--- src/rtl/palette_lookup_arbiter.sv ---
// Round-robin arbiter sharing one combinational palette ROM among NUM_REQ pixel requesters.
// Latency: response registered two cycles after the grant; one lookup per cycle.
// Backpressure: rsp_valid & ~rsp_ready freezes every stage and suppresses grants.
module palette_lookup_arbiter #(
    parameter int         NUM_REQ         = 4,
    parameter int         ID_W            = $clog2(NUM_REQ),
    parameter logic [3:0] TRANSPARENT_IDX = 4'd0
) (
    input  logic                 clk,
    input  logic                 reset,
    input  logic [NUM_REQ-1:0]   req,
    input  logic [NUM_REQ*4-1:0] req_index,
    output logic [NUM_REQ-1:0]   gnt,
    output logic [3:0]           pal_index,
    input  logic [3:0]           pal_red,
    input  logic [3:0]           pal_green,
    input  logic [3:0]           pal_blue,
    output logic                 rsp_valid,
    input  logic                 rsp_ready,
    output logic [ID_W-1:0]      rsp_id,
    output logic [3:0]           rsp_red,
    output logic [3:0]           rsp_green,
    output logic [3:0]           rsp_blue,
    output logic                 rsp_transparent,
    output logic                 busy
);

    logic [ID_W-1:0] rr_ptr;
    logic            s1_valid;
    logic [ID_W-1:0] s1_id;
    logic [3:0]      s1_index;

    logic            adv;
    logic            any_req;
    logic [ID_W-1:0] winner;
    logic [ID_W-1:0] next_ptr;
    logic [3:0]      win_index;

    assign adv = ~rsp_valid | rsp_ready;

    // Scan requesters starting at rr_ptr, wrapping modulo NUM_REQ.
    always_comb begin
        int              cand;
        logic [ID_W-1:0] cand_id;
        cand    = 0;
        cand_id = '0;
        winner  = '0;
        any_req = 1'b0;
        for (int k = 0; k < NUM_REQ; k++) begin
            cand = int'(rr_ptr) + k;
            if (cand >= NUM_REQ) begin
                cand = cand - NUM_REQ;
            end
            cand_id = cand[ID_W-1:0];
            if (!any_req && req[cand_id]) begin
                any_req = 1'b1;
                winner  = cand_id;
            end
        end
    end

    assign next_ptr  = (winner == ID_W'(NUM_REQ - 1)) ? '0 : winner + 1'b1;
    assign win_index = req_index[{winner, 2'b00} +: 4];

    always_comb begin
        gnt = '0;
        if (!reset && adv && any_req) begin
            gnt[winner] = 1'b1;
        end
    end

    always_ff @(posedge clk) begin
        if (reset) begin
            rr_ptr          <= '0;
            s1_valid        <= 1'b0;
            s1_id           <= '0;
            s1_index        <= 4'd0;
            rsp_valid       <= 1'b0;
            rsp_id          <= '0;
            rsp_red         <= 4'd0;
            rsp_green       <= 4'd0;
            rsp_blue        <= 4'd0;
            rsp_transparent <= 1'b0;
        end else if (adv) begin
            s1_valid <= any_req;
            if (any_req) begin
                s1_id    <= winner;
                s1_index <= win_index;
                rr_ptr   <= next_ptr;
            end
            rsp_valid       <= s1_valid;
            rsp_id          <= s1_id;
            rsp_red         <= pal_red;
            rsp_green       <= pal_green;
            rsp_blue        <= pal_blue;
            rsp_transparent <= (s1_index == TRANSPARENT_IDX);
        end
    end

    // The ROM address comes straight from the stage-1 register so it holds while stalled.
    assign pal_index = s1_index;
    assign busy      = s1_valid | rsp_valid;

endmodule

--- config.mk ---
export PLATFORM = sky130hd
export DESIGN_NAME = palette_lookup_arbiter
export DESIGN_NICKNAME = d
export VERILOG_FILES = /design/src/rtl/palette_lookup_arbiter.sv
export SDC_FILE = /design/constraint.sdc
export NUM_CORES = 1
export LEC_CHECK = 0
export BUFFER_PORTS_ARGS = -buffer_cell sky130_fd_sc_hd__buf_2
export CAP_MARGIN = 20
export CORE_ASPECT_RATIO = 1.75
export CORE_MARGIN = 1
export CORE_UTILIZATION = 44
export DETAILED_ROUTE_END_ITERATION = 16
export MAX_ROUTING_LAYER = met4
export PLACE_DENSITY = 0.78
export SLEW_MARGIN = 5
export SYNTH_ARGS = -nofsm -noshare
export SYNTH_HDL_FRONTEND = slang
export SYNTH_SLANG_ARGS = --single-unit
--- constraint.sdc ---
create_clock -name clk -period 1.7 [get_ports clk]
set_input_delay 0.255 -clock clk [delete_from_list [all_inputs] [get_ports clk]]
set_output_delay 0.255 -clock clk [all_outputs]
set_load 0.01 [all_outputs]
==> results by stage, run 1 <==
Synth:
- The share of the synthesized area in the top cell type is 41.9%.
- The most used flip-flop cell after synthesis is dfxtp_1.
- The total of flip-flops plus latches after synthesis is 25.
- The number of nets produced by synthesis is 175.
- The distinct cell type count after synthesis is 30.
- Sequential cells were found to cover 41.9% of the synthesized design area.
- The netlist area before placement is 0.00119 mm2.
- Counting flops with a built-in enable in the synthesized netlist gives 0.
- Counting flops with an async set or reset pin after synthesis yields a share of 0%.
- Yosys attributes the largest share of cell area to dfxtp_1 (42%), nand2_1 (9.1%), mux2i_1 (8.4%).
- Of all cell types, the one taking the most synthesized area is dfxtp_1.
- For this run, the number of Yosys warnings is 0.
- Averaged over all synthesized cells, the footprint is 8.78 um2.
- The synthesized instance count is 136.

Layout:
- The signed area change from the synthesized netlist to the final layout is 37.8%.
- For this run, the post-layout net count is 239.
- Once layout is complete, the cells apart from fillers number 225.
- Registers take 505 um2.
- Leaving out fill and tap cells, the most frequent cell in the layout is buf_2.
- Counting the fill cells in the layout gives 225.
- In the layout the commonest cells are buf_2 (56), nand2_1 (29), dfxtp_1 (23).
- The proportion of layout cells with a drive suffix above 1 is 46.2%.
- Measured on the finished design, the core utilization comes to 65.2%.
- The count of antenna diodes in the layout is 0.
- The total area of multi-input combinational cells is 659 um2.

Power and ir drop:
- Internal power comes to 0.00107 W.
- For this design the static power due to leakage is 0.803 nW.
- VDD sags by at most 0.000644 V.
- Of the total power, combinational logic draws 32.1%.
- Net switching is 30.2% of the power.
- The net load switching power is 0.000465 W.
- The clock network burns 22.2% of the power.
- Sequential cells account for 45.7% of the total power.
- The power density of the placed cells is 934 mW/mm2.

Die:
- The y dimension of the die is 70.9 um.
- The total area inside the core boundary comes to 0.00252 mm2.
- The die is 41.4 um wide.
- The number of top-level pins is 60.
- For this configuration, the core starts out at a cell density of 47.3%.
- The floorplan step defined a die boundary enclosing 0.00293 mm2.
- The row count is 24.

Worst setup path:
- The length in cells of the worst reg-to-reg path is 6.
- The worst register-to-register path ends at pal_index[1].
- In this run the register-to-register setup slack is 150 ps.
- The startpoint of the worst setup timing path is rr_ptr[1].
- The kind of capture point of the worst setup path is an output port.
- The critical path start-end classification is flip-flop to output port.
- The element type at the critical path start is a flip-flop.
- The end point of the critical path is gnt[3].
- STA puts the critical path data required time at 1440 ps.
- The reg-to-reg startpoint is rr_ptr[1].
- The arrival time at the worst endpoint is 1600 ps.
- Along the worst path, the maximum fanout reaches 5.

Global routing:
- Entering global routing, the biggest net connects 19 pins.
- Global routing finished with a remaining overflow of 0.
- The initial antenna violation count came to 0.
- The via count of the first global-routing pass is 1195.
- The global-route wire length before repair is 4.64 mm.
- Global routing used 22.9% of the available tracks.

Detailed routing:
- In the routed design, unresolved DRC markers number 0.
- The routed design has 3.01 mm of wire.
- The remaining antenna violation count is 0.
- Dividing the detail-routed via count by the number of cells gives 5.28.
- The first routing iteration left 30 violations.
- The total iterations of the first detailed-routing run is 4.
- The average routed wire per standard cell is 13.4 um.
- The vias after detailed routing is 1188.

Clock tree:
- The number of buffers inserted during clock tree synthesis is 3.
- TritonCTS built the clock tree.
- The root buffer cell is clkbuf_8.
- Clock latency on the worst-skew pair, taken at its later pin, is 260 ps.
- After clock tree synthesis, the clock-pin slew on the worst setup and hold paths is 80 ps.
- The number of buffers on the longest clock path is 2.
- The count of hold-fix buffers inserted at cts is 0.
- In this run the number of H-tree levels came out at 1.
- The count of clock tree sinks is 25.

Placed design:
- The worst-case setup slack after placement is -9.72 ps.
- In this run the tool buffered the top-level ports with 59 buffer cells.
- The detailed-placement wirelength estimate is 2.21 mm.
- Routability-driven placement finished with a final weighted congestion of 0.790.
- The number of placed cells counting well taps is 216.

Timing:
- Setup repair after global routing could not meet its margin everywhere.
- Setup violations remaining at the end of the flow were counted as 4.
- The final worst clock skew is 0.501 ps.
- The worst path uses 109% of the clock period.
- The upper clock frequency limit is 541 MHz.
- The hold violation count in the final report is 0.
- For the pin with the worst max-slew slack, the measured transition is 654 ps.
- Summed over all failing endpoints, the final setup total negative slack is -549 ps.
- Setup slack on the critical path of the routed design comes to -150 ps.
- The count of pins over their slew limit is 0.
- Subtracting the final worst setup slack from the clock period gives 1850 ps.
- The tightest hold path in the finished design has a slack of 226 ps.
- The worst slew margin relative to its limit is 56.4%.

Hold path:
- In this run the worst hold path is classified as input port to flip-flop.
- In this run the most critical hold path is launched from pal_red[3].

Status:
- The final reports fail on negative setup slack.
- The flow ran to the end, but the final reports show violations.

Job:
- The number of max-cap violations is 0.
==> routing by layer <==
layer / wire length [um] / vias up / share of wire, % / global-route usage (%)
li1: - / 585 / - / -
met1: 1120 / 557 / 37 / 19.9
met2: 1710 / 35 / 57 / 40.8
met3: 87 / 11 / 2.9 / 4.08
met4: 93 / 0 / 3.1 / 12.9
met5: 0 / - / 0 / -
==> metrics by stage <==
step | instance area (um2) | power [W]
floorplan | 1190 | 0.000973
global placement | 1490 | 0.00109
detailed placement | 1490 | 0.00111
CTS | 1590 | 0.00150
global route | 1650 | 0.00163
finish | 1650 | 0.00154
==> Yosys cell counts, drive strengths merged, types with 2 or more instances <==
cell type and n:
a21oi 18, and2 4, buf 6, clkbuf 3, dfxtp 25, ha 4, inv 5, mux2i 10
nand2 31, nand2b 2, nand3b 4, nor2 8, o221ai 4
==> sequential cells by signal, summed over array words and instances, names as in the netlist <==
signal / cells
rsp_red: 4
rsp_blue: 4
rsp_id: 2
rr_ptr: 2
rsp_valid: 1
rsp_green: 4
pal_index: 4
s1_valid: 1
s1_id: 2
rsp_transparent: 1
==> worst min path at each step <==
stage / to / slack, ps / cells after the start
floorplan: rsp_blue[0] / 400 / 2
global placement: rsp_green[0] / 440 / 2
detailed placement: rsp_blue[3] / 440 / 2
CTS: rsp_red[2] / 220 / 3
global route: rsp_red[1] / 220 / 3
finish: rsp_red[3] / 230 / 3
==> cells by family (layout without fill, tap and decap cells) <==
family / count (synthesis) / count (layout) / share of synthesized area, %
adder cells (fa/ha/maj): 4 / 4 / 4.19
multiplexers: 10 / 10 / 8.39
AND/OR/NAND/NOR: 52 / 52 / 22.0
flip-flops: 25 / 25 / 41.9
AO/OA/AOI/OAI: 31 / 31 / 16.6
buffers and inverters: 14 / 77 / 6.92
==> cell type report <==
class                   instances  area share [%]
multi-input cells              97            40.1
repair buffers                 68            23.2
flip-flops and latches         25            30.7
well taps                      26            1.98
inverters                       5            1.29
clock buffers                   4            2.74
==> power by group through the flow <==
stage,registers [W],logic (W),clock network (W)
floorplan,0.000726,0.000247,0
global placement,0.000705,0.000385,0
detailed placement,0.000709,0.000401,0
CTS,0.000698,0.000451,0.000352
global route,0.000710,0.000545,0.000378
finish,0.000702,0.000494,0.000341
==> what timing repair did <==
| action | in CTS | in global routing |
|---|---|---|
| pin swaps | 4 | 4 |
| gates resized for setup | 11 | 9 |
| endpoints found under the setup margin | 4 | 8 |
| hold endpoints to repair | 0 | 0 |
| setup buffers | 3 | 3 |
==> worst max-delay path, cell delays in order, from the launching register on <==
cell     delay, ps
dfxtp_4        380
a21o_1         130
a21oi_2         50
o22a_2         240
buf_4          150
ha_4           140
and2_4         130
buf_6          110
No activity file was read; power rests on OpenSTA's default activity.
==> inputs of run 2 (changes only) <==
- MAX_ROUTING_LAYER: met4 -> unset
==> results by stage, run 2 (synthesis results as in run 1) <==
Status:
- The flow ran to the end, but the final reports show violations.
- The final reports fail on negative setup slack.

Clock tree:
- The clock tree from TritonCTS is done.
- The clock latency of the later-clocked register in the worst-skew pair is 260 ps.
- The number of buffers on the longest clock path is 2.
- The clock slew at the register clock pins of the worst setup and hold paths is 80 ps.
- The number of buffers inserted during clock tree synthesis is 3.
- CTS built an H-tree with a depth of 1.
- The count of clock tree sinks is 25.
- The root buffer cell is clkbuf_8.

Global routing:
- The first global-routing pass estimated 4.60 mm of wire.
- The initial antenna violation count is 0.
- The global route total overflow is 0.
- Entering global routing, the biggest net connects 19 pins.
- The via count of the first global-routing pass is 1201.
- The total global-route track usage is 22.2%.

Worst setup path:
- The reg-to-reg startpoint is rr_ptr[1].
- In this design, the stage delay of the slowest critical-path cell is 380 ps.
- The reg-to-reg setup timing slack is 150 ps.
- The cell type of the slowest stage on the worst timing path is dfxtp_2.
- The signal on the critical path passes through a21o_1 > a21oi_1 > o22a_2 > buf_4 > ha_4 > and2_4 > buf_6.
- At the worst endpoint, the required time is 1440 ps.
- The worst flop-to-flop path endpoint is pal_index[1].
- STA puts the critical path data arrival time at 1600 ps.
- The kind of capture point of the worst setup path is an output port.
- The maximum fanout along the worst path is 5.
- The critical path start-end classification is flip-flop to output port.
- The length in cells of the worst reg-to-reg path is 6.
- STA classifies the critical path startpoint as a flip-flop.

Power and ir drop:
- The share of power burned in combinational logic is 31.3%.
- The net load switching power is 0.000452 W.
- The clock share of power is 22.3%.
- Dividing total power by cell area gives a power density of 932 mW/mm2.
- The internal power summed over all cells is 0.00106 W.
- The peak supply drop is 0.000640 V.
- Per report_power, the sequential group accounts for 46.3% of the total.
- The leakage dissipation is 0.795 nW.
- The switching fraction of total power is 30.0%.

Detailed routing:
- In the routed layout, each cell is associated on average with a via count of 5.26.
- The average routed wire per standard cell is 13.1 um.
- For this run, design rule violations remaining after detail routing come to 0.
- The overall routed net length is 2.94 mm.
- The first detailed-routing pass took 4 iterations.
- The violation count after the first detailed-routing iteration is 21.
- Once detail routing completed, the nets flagged for antenna violations numbered 0.
- Across all layers, the routed design uses 1179 vias.

Hold path:
- The start point of the worst hold path is pal_red[3].
- The capture endpoint of the worst hold path is rsp_red[3].
- The class of the most critical hold timing path is input port to flip-flop.
- The worst hold path passes through 3 cells.

Die:
- The placeable core region is 0.00252 mm2.
- In this run the horizontal extent of the chip is 41.4 um.
- The floorplan step defined a die boundary enclosing 0.00293 mm2.
- The number of top-level pins is 60.
- The floorplan has 24 rows.
- In this run the vertical extent of the chip is 70.9 um.
- The effective utilization at floorplan is 47.3%.

Timing:
- Setup repair after global routing could not meet its margin everywhere.
- The count of pins over their slew limit is 0.
- Adding up every negative setup slack in the final design gives -523 ps.
- Setup violations remaining at the end of the flow were counted as 4.
- Hold is met by 228 ps.
- The worst path uses 109% of the clock period.
- The final critical delay including setup and external delays is 1850 ps.
- Once routing completed, OpenROAD measured the worst setup slack at -153 ps.
- For this run, the top clock speed supported by timing is 540 MHz.
- The worst slew margin relative to its limit is 56.5%.
- On the final layout, the worst clock skew is 1.67 ps.
- The hold violation count in the final report came to 0.
- At the pin with the least slew margin, the transition time is 653 ps.

Layout:
- Cells with a size suffix above 1 make up 44.4% of the layout.
- The utilization after layout is 64.2%.
- The signed area change from the synthesized netlist to the final layout is 35.6%.
- The finished cells cover 0.00162 mm2.
- In the layout the commonest cells are buf_2 (57), nand2_1 (29), dfxtp_1 (23).
- The final instance count without filler cells is 224.
- The leading cell type in the layout, fill and taps excluded is buf_2.
- The number of nets at the end of the flow is 238.
- The number of antenna diodes in the final layout is 0.

Placed design:
- The instance area after placement is 0.00149 mm2.
- Routability-driven placement finished with a final weighted congestion of 0.779.
- The number of placed cells counting well taps is 216.
- The detailed-placement wirelength estimate is 2.21 mm.
- In this run the tool buffered the top-level ports with 59 buffer cells.

Job:
- The tool flagged a number of max-cap violations equal to 0.
[run 2: cell count changes in the layout (fill, tap and decap cells not counted), sizes merged]
cell and delta:
buf -1
[run 2: per-stage QoR]
step	total power [W]	worst slack [ps]
6_report	0.00151	-153
2_1_floorplan	0.000973	160
5_1_grt	0.00161	-232
3_3_place_gp	0.00109	70.0
3_5_place_dp	0.00111	-9.72
4_1_cts	0.00150	-136
[run 2: cell type report]
type,instances,area (um2)
Inverter,5,21.3
Timing Repair Buffer,67,368
Clock buffer,4,45.0
Sequential cell,25,503
Tap cell,26,32.5
Fill cell,230,903
Multi-Input combinational cell,97,649
[run 2: critical path: cells and delay by family, from the launching register on]
family,cells,cell delay [ps]
buffers and inverters,2,260
and+or+nand+nor,1,130
DFF,1,380
AOI/OAI and AO/OA,3,420
adders and majority gates,1,150
[run 2: power by group through the flow]
stage | sequential, W | clock, W | combinational (W)
after CTS | 0.000698 | 0.000352 | 0.000451
after detailed placement | 0.000709 | 0 | 0.000401
after global routing | 0.000707 | 0.000376 | 0.000527
final | 0.000699 | 0.000337 | 0.000473
after global placement | 0.000705 | 0 | 0.000385
after floorplan | 0.000726 | 0 | 0.000247
[run 2: worst max-delay path by stage]
stage / start / endpoint / cells past startpoint
global route: rr_ptr[0] / gnt[3] / 7
global placement: req[0] / gnt[3] / 8
finish: rr_ptr[1] / gnt[3] / 7
CTS: rr_ptr[0] / gnt[1] / 7
detailed placement: req[0] / gnt[3] / 8
floorplan: rr_ptr[1] / gnt[0] / 7
[run 2: metal layers]
metal  vias to the layer above  GRT usage (%)  wire (um)
met4                         0           13.6         91
met3                        11           4.08         96
met2                        37           40.5       1720
li1                        582              -          -
met5                         -              0          0
met1                       549           19.3       1040
[run 2: repair_timing]
action / 4_1_cts / 5_1_grt
pin swaps: 4 / 4
setup endpoints to repair: 4 / 8
buffers inserted: 3 / 2
hold endpoints to repair: 0 / 0
gates resized for setup: 11 / 4
hold buffers: 0 / 0
